<file path="config.mk">
export PLATFORM = sky130hd
export DESIGN_NAME = serial_add_sub_8bit
export DESIGN_NICKNAME = d
export VERILOG_FILES = /design/src/rtl/serial_add_sub_8bit.sv
export SDC_FILE = /design/constraint.sdc
export NUM_CORES = 1
export LEC_CHECK = 0
export ABC_CLOCK_PERIOD_IN_PS = 1200
export CAP_MARGIN = 20
export CORE_ASPECT_RATIO = 0.6
export CORE_MARGIN = 2
export CORE_UTILIZATION = 47
export CTS_BUF_LIST = sky130_fd_sc_hd__clkbuf_4 sky130_fd_sc_hd__clkbuf_8
export DETAILED_ROUTE_END_ITERATION = 12
export PLACE_DENSITY = 0.77
export SLEW_MARGIN = 30
export SYNTH_ARGS = -nofsm -noshare
export SYNTH_HDL_FRONTEND = slang
export SYNTH_SLANG_ARGS = --single-unit
</file>
<file path="constraint.sdc">
create_clock -name clk -period 1.2 [get_ports clk]
set_input_delay 0.12 -clock clk [delete_from_list [all_inputs] [get_ports clk]]
set_output_delay 0.12 -clock clk [all_outputs]
set_load 0.1 [all_outputs]
</file>
<file path="src/rtl/serial_add_sub_8bit.sv">
// -----------------------------------------------------------------------------
// serial_add_sub_8bit
//
// Bit-serial adder/subtractor. A single registered full-adder slice processes
// one operand bit per clock, LSB first, so a WIDTH-bit add or subtract takes
// WIDTH clocks after the operands are accepted.
//
// Subtraction is done as a + ~b + ~cin: operand B is inverted on accept and
// the carry register is seeded with cin^sub. The final carry is inverted back
// for subtraction, so cout reads as a borrow (1 when a < b + cin).
//
// Ports
//   clk    in   1      system clock, rising edge
//   rst    in   1      asynchronous, active-high reset
//   start  in   1      request, accepted when not busy (IDLE or DONE)
//   sub    in   1      0: add, 1: subtract (latched with start)
//   a      in   WIDTH  operand A, unsigned (latched with start)
//   b      in   WIDTH  operand B, unsigned (latched with start)
//   cin    in   1      carry-in (add) / borrow-in (sub) (latched with start)
//   s      out  WIDTH  result, valid from done until the next accepted start
//   cout   out  1      carry-out (add) / borrow-out (sub)
//   busy   out  1      high while the operation is running
//   done   out  1      one-cycle pulse, result valid
// -----------------------------------------------------------------------------
module serial_add_sub_8bit #(
    parameter int WIDTH = 8
) (
    input  logic             clk,
    input  logic             rst,
    input  logic             start,
    input  logic             sub,
    input  logic [WIDTH-1:0] a,
    input  logic [WIDTH-1:0] b,
    input  logic             cin,
    output logic [WIDTH-1:0] s,
    output logic             cout,
    output logic             busy,
    output logic             done
);

    localparam int CNT_W = $clog2(WIDTH) + 1;

    localparam logic [1:0] IDLE = 2'd0;
    localparam logic [1:0] RUN  = 2'd1;
    localparam logic [1:0] DONE = 2'd2;

    localparam logic [CNT_W-1:0] LAST_BIT = CNT_W'(WIDTH - 1);

    logic [1:0]       state;
    logic [CNT_W-1:0] count;
    logic [WIDTH-1:0] a_sh;
    logic [WIDTH-1:0] bx_sh;   // B, already inverted for subtraction
    logic             sub_q;
    logic             carry;

    logic             sum_bit;
    logic             carry_next;

    function automatic logic majority(input logic x, input logic y, input logic z);
        return (x & y) | (x & z) | (y & z);
    endfunction

    // The full-adder slice always works on bit 0 of the shifting operands.
    assign sum_bit    = a_sh[0] ^ bx_sh[0] ^ carry;
    assign carry_next = majority(a_sh[0], bx_sh[0], carry);

    always_ff @(posedge clk or posedge rst) begin
        if (rst) begin
            state <= IDLE;
            count <= '0;
            a_sh  <= '0;
            bx_sh <= '0;
            sub_q <= 1'b0;
            carry <= 1'b0;
            s     <= '0;
            cout  <= 1'b0;
            busy  <= 1'b0;
            done  <= 1'b0;
        end else begin
            case (state)
                IDLE, DONE: begin
                    done <= 1'b0;
                    if (start) begin
                        a_sh  <= a;
                        bx_sh <= b ^ {WIDTH{sub}};
                        sub_q <= sub;
                        carry <= cin ^ sub;
                        count <= '0;
                        s     <= '0;
                        cout  <= 1'b0;
                        busy  <= 1'b1;
                        state <= RUN;
                    end else begin
                        state <= IDLE;
                    end
                end
                RUN: begin
                    // start is deliberately not looked at here: no queueing.
                    a_sh  <= a_sh >> 1;
                    bx_sh <= bx_sh >> 1;
                    carry <= carry_next;
                    // Shift in from the MSB side so bit k ends at s[k] after WIDTH shifts.
                    s     <= {sum_bit, s[WIDTH-1:1]};
                    if (count == LAST_BIT) begin
                        cout  <= carry_next ^ sub_q;
                        busy  <= 1'b0;
                        done  <= 1'b1;
                        state <= DONE;
                    end else begin
                        count <= count + CNT_W'(1);
                    end
                end
                default: begin
                    busy  <= 1'b0;
                    done  <= 1'b0;
                    state <= IDLE;
                end
            endcase
        end
    end

endmodule

</file>
### After elaboration in Yosys (flattened, before gate mapping)

Index checks and enable logic that the tools add are counted.

* register bits: 35
* input port bits: 21
* output and inout port bits: 11
* word-level logic and storage cells: 57

* add/sub/neg operators: 1
* equal/unequal tests: 6
* multiplexer cells: 22
* bitwise gates (word level): 10
* reductions and logical operators: 8

Operator list (number)
* one-hot mux 8 bit (2 select lines): 3
* 2-to-1 mux 8 bit: 3
* 2-to-1 mux 1 bit: 8
* 2-to-1 mux 4 bit: 2
* one-hot mux 4 bit (2 select lines): 1
* XOR 8 bit: 1
* != test 2 bit (second input constant): 3
* one-hot mux 1 bit (2 select lines): 3
* AND reduction 2 bit: 3
* AND reduction 3 bit: 2
* adder 4 x 1 -> 4 bit (second input constant): 1
* == test 4 x 3 -> 1 bit (second input constant): 1
* one-hot mux 2 bit (2 select lines): 1
* XOR 1 bit: 4
* AND 1 bit: 3
* == test 2 x 1 -> 1 bit (second input constant): 1
* == test 2 bit (second input constant): 1
* zero test 2 bit: 1
* 2-to-1 mux 2 bit: 1
* OR 1 bit: 2
* nonzero test 2 bit: 1
* OR reduction 2 bit: 1

### Longest topological paths before layout

Gate-level depths: netlist (run 1).

* depth after elaboration: 6
* depth in mapped cells: 5
* depth with buffers taken out: 4

### Worst setup path after synthesis (run 1)

No wires, ideal clock.

* path kind: flip-flop to flip-flop
* from: register done (netlist name)
* to: register bx_sh[1]
* library setup time: 0.126 ns
* arrival: 1.777 ns
* required time: 1.074 ns
* slack: -0.703 ns
* cell stages (with the launch flop): 5
* path buffers: 2
* clock period less this slack: 1.903 ns
* path through: dfrtp_1 -> and2b_4 -> buf_6 -> buf_6 -> a221o_1

RTL lines
* to (signal assigned): RTL line 85 `bx_sh <= b ^ {WIDTH{sub}};`
* to (signal assigned): RTL line 100 `bx_sh <= bx_sh >> 1;`
* to (decl): RTL line 52 `logic [WIDTH-1:0] bx_sh;`

==> impl_results.md, run 1 <==
- Status: complete, but fails checks
- Violated checks: setup timing
- Total design power: around 0.007 W
- Drt first pass iters: 4
- Layout area overhead: 50.2%
- Syn Std Cell Area: around 0.0015 mm²
- Row cnt: 16
- Lkg Pwr: about 1.1 nW
- Critical Path AT: ~1.5 ns
- RSZ-0062 raised after global routing: yes
- Clock Tree Root: clkbuf_8
- Initial Util: 48.2%
- Post-route DRC: 0
- Die area: between 0.003 and 0.004 mm²
- Main flop type after synthesis: dfrtp_1
- EDFF count, synth: 0
- Clk pin slew, worst setup/hold paths: ~0.07 ns
- CTS tree: yes
- First-pass GRT wire length: roughly 6.0 mm
- Final setup violation count: 33
- Most common cell after layout, fill and taps aside: dfrtp_1
- Synth unique cells: 32
- Aggregate global routing overflow: 0
- Min-Delay Path Class: in -> async
- #FFs+latches synth: 34
- Die W: ~78 µm
- Die height: around 48 µm
- Worst path cell trace: and2b_4, and4b_1, mux2i_1
- Initial antenna violation count: 0
- Slew HR: 76.6%
- CTS Buf Count: 5
- Iter 0 DRT Violations: slightly above 90
- Kind of critical path: reg -> reg
- P per Cell Area: between 3000 and 4000 mW/mm²
- Diodes inserted: 0
- Max frequency: 0.755 GHz
- DP Worst Slack: -0.259 ns
- Max-cap violations: 0
- # hold bufs at CTS: 0
- Placer Congestion: just over 0.8
- Final Skew: 0.00669 ns
- Comb pwr share: between 50% and 60%
- # IOs: 32
- Peak VDD IR: ~1.9 mV
- Max Buffers Root-to-Sink: 2
- Clock Latency Late Sink: 0.29 ns
- Crit-path max FO: 6
- Worst path max stage delay: slightly below 0.5 ns
- Slew @ Worst Pin: 0.351 ns
- Core area: between 0.003 and 0.004 mm²
- Routed wire length: 3.56 mm
- Post-DRT Antenna Nets: 0
- Post-Layout Cell Count: approximately 230
- WP buf/inv: 0
- Placed Cells: ~220
- Via count: 1239
- Final worst-path cycle share: 110%
- Period minus WS final: about 1.3 ns
- Crit end category: flop
- Net Sw Power: around 0.003 W
- Sink Count: 34
- CP Data Required Time: ~1.4 ns
- Fill cells: 213
- Final max-slew violation count: 0
- Share of cells above drive strength 1: between 20 and 30%
- Avg Cell Area, Syn: around 12 µm²
- Seq/Total Area, Yosys: a little under three fifths
- Routed length per instance: ~16 µm
- Crit-path slowest cell: dfrtp_4
- Setup WS post-layout: -0.124 ns
- Final hold violation count: 0
- DP HPWL: 2.47 mm
- Vias in the first global route: roughly 1200
- Layout net count: 206
- Most frequent cells in the layout: dfrtp_1, clkdlybuf4s50_1, buf_4
- Vias per inst: approximately 5.4
- Clock power share: ~15%
- Cell Int Power: 0.00404 W
- Post-Route Utilization: between 70% and 80%
- GRT Resource Usage Total: 20.7%
- Yosys warns: 0
- Mapped Nets: about 160
- H-tree depth: 2
- Switching Fraction: ~43%
- Port bufs: 31
- CP delay by family, top: simple AND/OR/NAND/NOR gates
- Pin count of the biggest net entering global routing: 35
- CP startpoint kind: flop
- Seq pwr share: between 20 and 30%
- Cells after Synth: approximately 130
- Ys async rst share: 100%
-- power groups by stage --
stage	Clock [W]	Sequential (W)	Combinational, W
global route	0.00110	0.00214	0.00416
global placement	0	0.00205	0.00360
finish	0.00104	0.00207	0.00392
CTS	0.00104	0.00206	0.00386
detailed placement	0	0.00207	0.00372
floorplan	0	0.00288	0.00152
-- synthesized netlist by cell type (3+ instances only) --
| cell | number | area share [%] |
|---|---|---|
| nand3_1 | 7 | 2.3 |
| buf_4 | 3 | 1.5 |
| dfrtp_1 | 34 | 55 |
| buf_2 | 4 | 1.3 |
| nor2_1 | 9 | 2.2 |
| a221o_1 | 9 | 5.8 |
| nand2_1 | 11 | 2.7 |
| a22oi_1 | 6 | 2.9 |
| a22o_1 | 9 | 5.1 |
| xor2_1 | 3 | 1.7 |
| a21oi_1 | 3 | 0.97 |
| xnor2_1 | 7 | 4.0 |
| inv_1 | 5 | 1.2 |
-- worst min-delay path, stage by stage --
cell and delay [ns]:
clkdlybuf4s50_1 0.40, inv_1 0.10, buf_12 0.21
-- through the flow --
step	hold WS [ns]	TNS [ns]	instance area, µm²
floorplan	0.248	-7.94	1560
global placement	0.484	-5.45	2140
detailed placement	0.490	-5.92	2140
CTS	0.211	-2.40	2290
global route	0.225	-4.21	2320
finish	0.185	-2.88	2320
-- path summary, 6_finish.rpt --
kind                                startpoint                   to  slack [ns]  depth (start not counted)
max reg2reg                   done$_DFFE_PP0P_     cout$_DFFE_PP0P_       -0.12                          3
min                                        rst     cout$_DFFE_PP0P_        0.19                          3
min in group clk                          a[7]  a_sh[7]$_DFFE_PP0P_        0.44                          2
min reg2reg                a_sh[3]$_DFFE_PP0P_  a_sh[3]$_DFFE_PP0P_        0.51                          2
max in group asynchronous                  rst     done$_DFFE_PP0P_        0.83                          3
max                           done$_DFFE_PP0P_     cout$_DFFE_PP0P_       -0.12                          3
-- layer usage --
| layer | vias to the layer above | global-route usage, % | part of all wire (%) |
|---|---|---|---|
| met4 | 0 | 4.09 | 0.76 |
| met5 | - | 0 | 0 |
| li1 | 573 | - | - |
| met3 | 5 | 7.65 | 7.4 |
| met2 | 48 | 29.5 | 44 |
| met1 | 613 | 30.8 | 48 |
-- area by class of cell --
cell class	instances	area (µm²)	area share, %
well taps	45	56.3	2.43
inverters	5	18.8	0.810
multi-input cells	84	648	28.0
clock inverters	3	40.0	1.73
flip-flops and latches	34	855	36.9
repair buffers	53	631	27.2
clock buffers	5	68.8	2.97
-- logic make-up after synthesis --
group / count (synthesis) / share of synthesized area (%)
AO/OA/AOI/OAI: 34 / 18.7
multiplexers: 2 / 1.30
AND/OR/NAND/NOR: 36 / 11.6
adder cells (fa/ha/maj): 2 / 2.11
XOR/XNOR: 10 / 5.68
buffers and inverters: 14 / 5.43
flip-flops: 34 / 55.2
-- sequential cells by signal (all words and copies together) (netlist names) --
register / flops
a_sh: 8
bx_sh: 8
s: 8
count: 4
busy: 1
carry: 1
cout: 1
done: 1
state: 1
sub_q: 1
-- repair_timing --
item,CTS,global route
pin swaps,3,2
endpoints found under the hold margin,0,0
endpoints found under the setup margin,30,35
resized for setup,5,5
buffers inserted,3,1
(Power assumes the default switching activity.)
==> inputs of run 2 (changes only) <==
CORE_UTILIZATION = 30   (was 47)
PLACE_DENSITY = not set   (was 0.77)
TNS_END_PERCENT = 1   (was not set)
==> impl_results.md, run 2 (synthesized netlist as in run 1, its figures left out) <==
- Peak VDD IR: around 1.4 mV
- H-tree depth: 2
- Slew @ Worst Pin: 0.336 ns
- Final setup violation count: 30
- Max Buffers Root-to-Sink: 2
- CTS tree: yes
- Slew HR: between 70 and 80%
- Port bufs: 31
- DP HPWL: around 2.7 mm
- Max-cap violations: 0
- Clk pin slew, worst setup/hold paths: roughly 0.070 ns
- P per Cell Area: between 2000 and 3000 mW/mm²
- Layout net count: roughly 210
- Fill cells: between 400 and 500
- Final Skew: roughly 0.0048 ns
- Core area: 0.00500 mm²
- Routed wire length: around 4.0 mm
- # hold bufs at CTS: 0
- Sink Count: 34
- Top Registers: a_sh: 8 flops, bx_sh: 8 flops, s: 8 flops
- First-pass GRT wire length: roughly 6.7 mm
- Kind of critical path: reg -> reg
- Row cnt: 20
- Die W: just under 100 µm
- Iter 0 DRT Violations: between 40 and 50
- Min-Delay Path Class: in -> async
- Violated checks: setup timing
- Lkg Pwr: between 1 and 1.5 nW
- CP startpoint kind: flop
- Status: complete, but fails checks
- Vias per inst: 5.00
- Clock Latency Late Sink: 0.29 ns
- Die area: about 0.0058 mm²
- Final hold violation count: 0
- Placed Cells: 238
- Drt first pass iters: 4
- Clock Tree Root: clkbuf_8
- Layout area overhead: 51.2%
- Die height: about 60 µm
- RSZ-0062 raised after global routing: yes
- Initial Util: 30.8%
- CTS Buf Count: 5
- Via count: 1249
- CP Data Required Time: between 1 and 1.5 ns
- Post-route DRC: 0
- Worst r2r path cells: 3
- Post-Layout Cell Count: 250
- Setup WS post-layout: -0.161 ns
- Routed length per instance: roughly 16 µm
- Vias in the first global route: 1350
- Most frequent cells in the layout: dfrtp_1, clkdlybuf4s50_1, buf_4
- Total design power: approximately 0.0069 W
- Diodes inserted: 0
- Final max-slew violation count: 0
- Crit-path max FO: 5
- Most common cell after layout, fill and taps aside: dfrtp_1
- Period minus WS final: 1.36 ns
- Share of cells above drive strength 1: ~28%
- Crit end category: flop
- Final worst-path cycle share: 113%
- Reg-to-Reg Start: done$_DFFE_PP0P_
- Pin count of the biggest net entering global routing: 35
- Worst Setup SP: done$_DFFE_PP0P_
- # IOs: 32
- Post-DRT Antenna Nets: 0
- Aggregate global routing overflow: 0
- Placer Congestion: between 0.7 and 0.8
- Max frequency: approximately 0.73 GHz
- Critical Path AT: 1.57 ns
- GRT Resource Usage Total: ~16%
- Initial antenna violation count: 0
-- run 2: power by group --
group          internal [W]  switching, W  total [W]
logic               0.00169       0.00215    0.00384
registers           0.00166      0.000440    0.00210
clock network      0.000579      0.000413   0.000993
total               0.00393       0.00300    0.00693
-- run 2: worst paths after layout --
check                                       to  slack [ns]
max                           cout$_DFFE_PP0P_       -0.16
min                           s[3]$_DFFE_PP0P_        0.18
max reg2reg                   cout$_DFFE_PP0P_       -0.16
min reg2reg                a_sh[3]$_DFFE_PP0P_        0.51
max in group asynchronous     done$_DFFE_PP0P_        0.83
min in group clk           a_sh[3]$_DFFE_PP0P_        0.44
-- run 2: final cells by class --
class | instances | area, µm² | area share, %
Sequential cell | 34 | 855 | 36.6
Tap cell | 66 | 82.6 | 3.54
Multi-Input combinational cell | 86 | 654 | 28.1
Timing Repair Buffer | 51 | 612 | 26.2
Inverter | 5 | 18.8 | 0.805
Clock buffer | 8 | 110 | 4.72
-- run 2: what timing repair did --
action / 4_1_cts / 5_1_grt
buffers inserted: 2 / 0
pin swaps: 3 / 2
setup endpoints to repair: 32 / 35
cloned: 2 / 0
resized for setup: 4 / 6
-- run 2: stage by stage --
| step | setup WS, ns | TNS [ns] | hold WS [ns] | utilization [%] | instance area (µm²) |
|---|---|---|---|---|---|
| global route | -0.210 | -3.94 | 0.201 | 46.6 | 2330 |
| global placement | -0.226 | -5.39 | 0.482 | 43.1 | 2160 |
| CTS | -0.169 | -2.52 | 0.186 | 46.1 | 2310 |
| detailed placement | -0.279 | -6.56 | 0.495 | 43.1 | 2160 |
| floorplan | -0.314 | -8.05 | 0.248 | - | 1550 |
| finish | -0.161 | -2.52 | 0.179 | 46.6 | 2330 |
-- run 2: critical path, stage by stage (launching register included) --
cell	delay, ns
dfrtp_4	0.49
and2b_4	0.31
and4b_1	0.26
mux2i_1	0.22
-- run 2: per-layer routing --
metal	vias up	wire, µm	GRT usage [%]
li1	575	-	-
met1	618	1770	20.4
met2	46	1890	25.2
met3	10	249	4.33
met4	0	76	6.24
met5	-	0	0
